--- config.mk ---
export PLATFORM = sky130hd
export DESIGN_NAME = axis_to_vector
export DESIGN_NICKNAME = d
export VERILOG_FILES = /design/src/rtl/axis_to_vector.sv
export SDC_FILE = /design/constraint.sdc
export NUM_CORES = 1
export LEC_CHECK = 0
export ABC_AREA = 1
export CELL_PAD_IN_SITES_DETAIL_PLACEMENT = 2
export CELL_PAD_IN_SITES_GLOBAL_PLACEMENT = 2
export CORE_AREA = 5 5 140 75
export DETAILED_ROUTE_END_ITERATION = 6
export DIE_AREA = 0 0 145 80
export PLACE_DENSITY_LB_ADDON = 0.1
export SYNTH_ARGS = -nofsm -noshare
export SYNTH_HDL_FRONTEND = slang
export SYNTH_SLANG_ARGS = --single-unit
--- constraint.sdc ---
create_clock -name clk -period 2.05 [get_ports clk]
set_input_delay 0.205 -clock clk [delete_from_list [all_inputs] [get_ports clk]]
set_output_delay 0.205 -clock clk [all_outputs]
set_load 0.02 [all_outputs]
--- src/rtl/axis_to_vector.sv ---
// Gathers VEC_BYTES/AXIS_BYTES stream beats into one parallel vector behind a valid/ready handshake.
// Checks frame length against tlast and resynchronises on the next tlast after a malformed frame.
module axis_to_vector #(
    parameter int unsigned VEC_BYTES     = 4,
    parameter int unsigned AXIS_BYTES    = 1,
    parameter bit          MSB_FIRST     = 1'b0,
    parameter bit          REQUIRE_TLAST = 1'b1
) (
    input  logic                    clk,
    input  logic                    sresetn,
    input  logic                    axis_tvalid,
    output logic                    axis_tready,
    input  logic                    axis_tlast,
    input  logic [AXIS_BYTES*8-1:0] axis_tdata,
    output logic [VEC_BYTES*8-1:0]  vec,
    output logic                    vec_valid,
    input  logic                    vec_ready,
    output logic                    frame_err,
    output logic [7:0]              err_count
);
    localparam int unsigned N  = VEC_BYTES / AXIS_BYTES;
    localparam int unsigned DW = AXIS_BYTES * 8;
    localparam int unsigned CW = (N > 1) ? $clog2(N) : 1;
    localparam logic [CW-1:0] LAST_IDX = CW'(N - 1);

    generate
        if (AXIS_BYTES == 0 || VEC_BYTES == 0 || (VEC_BYTES % AXIS_BYTES) != 0) begin : g_bad_cfg
            $error("axis_to_vector: AXIS_BYTES must divide VEC_BYTES");
        end
    endgenerate

    typedef enum logic [1:0] {StFill, StHold, StDrain} state_e;

    state_e                 state_q;
    logic [CW-1:0]          ctr_q;
    logic [VEC_BYTES*8-1:0] vec_q;
    logic                   vec_valid_q;
    logic                   frame_err_q;
    logic [7:0]             err_count_q;

    logic                   accept;
    logic                   take_beat;
    logic                   is_last;
    logic [CW-1:0]          slot;
    logic [7:0]             err_count_inc;

    always_comb begin
        axis_tready = 1'b0;
        if (sresetn) begin
            case (state_q)
                StFill, StDrain: axis_tready = 1'b1;
                StHold:          axis_tready = vec_ready;
                default:         axis_tready = 1'b0;
            endcase
        end
    end

    assign accept        = axis_tvalid & axis_tready;
    // ctr is already 0 in HOLD, so a beat taken on release is simply beat 0 of the next frame.
    assign take_beat     = accept & (state_q != StDrain);
    assign is_last       = (ctr_q == LAST_IDX);
    assign slot          = MSB_FIRST ? (LAST_IDX - ctr_q) : ctr_q;
    assign err_count_inc = (err_count_q == 8'hFF) ? err_count_q : err_count_q + 8'd1;

    always_ff @(posedge clk) begin
        if (!sresetn) begin
            state_q     <= StFill;
            ctr_q       <= '0;
            vec_q       <= '0;
            vec_valid_q <= 1'b0;
            frame_err_q <= 1'b0;
            err_count_q <= 8'd0;
        end else begin
            frame_err_q <= 1'b0;

            if (state_q == StHold && vec_ready) begin
                vec_valid_q <= 1'b0;
                state_q     <= StFill;
            end

            if (state_q == StDrain && accept && axis_tlast) begin
                state_q <= StFill;
            end

            // Later assignments override the HOLD release above when a new frame completes at once.
            if (take_beat) begin
                vec_q[slot*DW +: DW] <= axis_tdata;
                if (is_last) begin
                    ctr_q <= '0;
                    if (axis_tlast || !REQUIRE_TLAST) begin
                        state_q     <= StHold;
                        vec_valid_q <= 1'b1;
                    end else begin
                        state_q     <= StDrain;
                        frame_err_q <= 1'b1;
                        err_count_q <= err_count_inc;
                    end
                end else if (REQUIRE_TLAST && axis_tlast) begin
                    ctr_q       <= '0;
                    frame_err_q <= 1'b1;
                    err_count_q <= err_count_inc;
                end else begin
                    ctr_q <= ctr_q + 1'b1;
                end
            end
        end
    end

    assign vec       = vec_q;
    assign vec_valid = vec_valid_q;
    assign frame_err = frame_err_q;
    assign err_count = err_count_q;

endmodule

==> impl_results.md <==
* Status: finished clean
* Crit-path slowest cell: ha_1
* Die Wd at 145 um
* Critical Path Sink Type: flop
* Ant. Diodes at 0
* Unique masters post-synth at 25
* R2R setup slack at 0.20 ns
* Ys Warns at 0
* Area fraction of the dominant cell type after synthesis at 0.398
* Setup crit start kind: flop
* Placed Area at 3030 sq um
* Initial Utilization at 0.253
* CTS tree: yes
* Hold path endpoint: vec_valid
* Synthesized area at 2320 sq um
* Top Ports at 56
* Synth Area per Inst at 6.56 sq um
* H-tree depth at 2
* Worst reg2reg startpoint: ctr_q[1]
* Fin crit share at 0.902
* Post-Route WL at 7860 um
* First-pass GRT wire length at 13200 um
* # Post-CTS Setup Buffers at 0
* TritonRoute pass-1 iters at 4
* Gpl congestion at 0.746
* Wire per inst at 14.7 um
* Critical path class: reg2reg
* Rel. slew slack at 0.698
* Via density at 4.29
* Gate Count Post-Synth at 353
* GRT Total Usage at 0.141
* CTS Buf Count at 5
* Peak VDD IR at 287 uV
* Fraction of layout cells with a size suffix above 1 at 0.0627
* Row count at 25
* Die ar. at 11600 sq um
* Synth area leader: dfxtp_1
* Core box area at 9170 sq um
* Final setup fails at 0
* DRC viols at 0
* Area Overhead vs Synth at 37.5%
* Post-Syn Nets at 375
* Critical Path Max Stage Delay at 0.44 ns
* Clock slew at reported path FFs at 0.06 ns
* Layout Skew at 0.00384 ns
* FF+latch area at 921 sq um
* Die height at 80 um
* Reg2Reg Capture Point: vec[22]
* Critical path data arrival time at 2.08 ns
* Multi-input logic area at 1220 sq um
* Final Hold Fails at 0
* Worst hold stages at 2
* Fillcell total at 1066
* Post-DP HPWL at 6210 um
* WP data required at 2.28 ns
* R2R cell count at 8
* Clock Sinks at 46
* Fmax at 541 MHz
* Maxcap violations at 0
* Number of synthesized register bits at 46
* Root Buffer: clkbuf_16
* Initial antenna violation count at 0
* Vias post-DR at 2300
* Final instance area at 3180 sq um
* Starting DRT DRC Count at 63
* Leak at 1.31 nW
* Pwr Density at 656 nW/um^2
* Hold WC Path Type: reg2reg
* Clock tree buffer depth at 2
* Setup_tns at 0 ns
* IO buf count at 55
* Vias in the first global route at 2480
* Grt ovf at 0
* Slew Limit Fails at 0
* Tmin final at 1.85 ns
* # resized after CTS at 0
* Sequential fraction of the synthesis area at 0.398
* DRT antenna net count at 0
* Most used cell, CP: nand2_1
* Number of nets in the layout at 436
* Main area contributors after synthesis: dfxtp_1, nand2_1, nor2_1
* RSZ-0062 raised after global routing: true
* Cell breakdown of the critical path: inv_1, ha_1, inv_1, nor3_4, nand2_1, nand2_1, nand2_1, nor2_1
* Tightest Pin Transition at 0.451 ns
* Hold Crit Start: vec_valid
* Worst Path Max Fanout at 8
* Pin count of the biggest net entering global routing at 21
* Clock latency on the worst-skew pair at 0.29 ns
* Post-CTS Hold Fix Bufs at 0
sequential cells by signal, summed over array words and instances, names as in the netlist:
signal     flops
state_q        2
err_count      8
frame_err      1
vec           32
vec_valid      1
ctr_q          2
synth_stat cells:
cell	number
clkbuf_1	2
o21ai_2	1
nor2_1	82
dfxtp_1	46
nand3b_1	2
nor3_2	1
o21a_1	1
nor2_2	3
buf_1	3
o21ai_0	9
nand4_1	1
a31oi_1	1
xor2_1	3
nand2_1	116
nor3_4	1
nand3_1	15
buf_2	1
buf_4	3
inv_1	36
nor2_4	3
nor3_1	1
nand4_4	1
o21bai_1	1
a21oi_1	11
ha_1	9
per-stage QoR:
stage / hold slack, ns / std cells / utilization / total power, mW / setup slack (ns)
floorplan: 0.410 / 353 / - / 1.14 / 0.323
global placement: 0.462 / 528 / 0.331 / 1.28 / 0.139
detailed placement: 0.463 / 528 / 0.331 / 1.29 / 0.0555
CTS: 0.480 / 536 / 0.347 / 2.13 / 0.0703
global route: 0.502 / 536 / 0.347 / 2.21 / -0.0455
finish: 0.471 / 536 / 0.347 / 2.09 / 0.201
critical path: cells and delay by family, from the launching register on:
| kind | cells | cell delay (ns) |
|---|---|---|
| buf+inv | 2 | 0.33 |
| fa+ha+maj | 1 | 0.44 |
| simple gates | 5 | 0.62 |
| flops | 1 | 0.40 |
power breakdown:
part / total (mW) / switching, mW / internal (mW)
registers: 0.940 / 0.0185 / 0.921
logic: 0.322 / 0.200 / 0.122
clock network: 0.828 / 0.344 / 0.484
layout make-up:
class	instances	area share
clock buffers	7	0.0448
clock inverters	1	0.00157
inverters	36	0.0424
multi-input cells	262	0.382
flip-flops and latches	46	0.289
well taps	121	0.0475
repair buffers	63	0.193
cell usage in the layout (no fill, tap or decap):
master | Yosys | layout
nor2_4 | 3 | 3
clkbuf_16 | 0 | 5
nand2_1 | 116 | 116
nor3_4 | 1 | 1
o21ai_0 | 9 | 9
nor2_2 | 3 | 4
clkbuf_1 | 2 | 1
a21oi_1 | 11 | 11
ha_1 | 9 | 9
buf_4 | 3 | 8
dfxtp_1 | 46 | 46
xor2_1 | 3 | 3
nand4_4 | 1 | 1
o21a_1 | 1 | 1
nand4_1 | 1 | 1
clkinv_2 | 0 | 1
dlymetal6s2s_1 | 0 | 1
nand3b_1 | 2 | 2
nand3_1 | 15 | 15
nor3_1 | 1 | 1
nor2_1 | 82 | 81
inv_1 | 36 | 36
o21ai_2 | 1 | 1
a31oi_1 | 1 | 1
clkbuf_8 | 0 | 1
clkdlybuf4s50_1 | 0 | 54
nor3_2 | 1 | 1
o21bai_1 | 1 | 1
layer usage:
layer | vias up | global-route usage | wire length, um
met3 | 5 | 0.0369 | 278
li1 | 1194 | - | -
met5 | - | 0 | 0
met1 | 1068 | 0.208 | 4450
met2 | 33 | 0.206 | 3090
met4 | 0 | 0.0254 | 41
logic make-up after synthesis:
group	after synthesis	synth area share
AO/OA/AOI/OAI	24	0.0562
adder cells (fa/ha/maj)	9	0.0486
buffers and inverters	45	0.0783
XOR/XNOR	3	0.0113
flip-flops	46	0.398
AND/OR/NAND/NOR	226	0.408
how the worst max path moves through the flow:
| stage | to | slack [ns] | startpoint | cells after the start |
|---|---|---|---|---|
| 2_1_floorplan | vec[16] | 0.32 | ctr_q[0] | 8 |
| 5_1_grt | vec[7] | -0.05 | ctr_q[0] | 9 |
| 3_5_place_dp | vec[1] | 0.06 | vec_ready | 8 |
| 4_1_cts | axis_tready | 0.07 | state_q[0] | 5 |
| 6_report | vec[22] | 0.20 | ctr_q[1] | 8 |
| 3_3_place_gp | vec[2] | 0.14 | vec_ready | 8 |
Note: power is estimated with default switching activity, not from simulation.
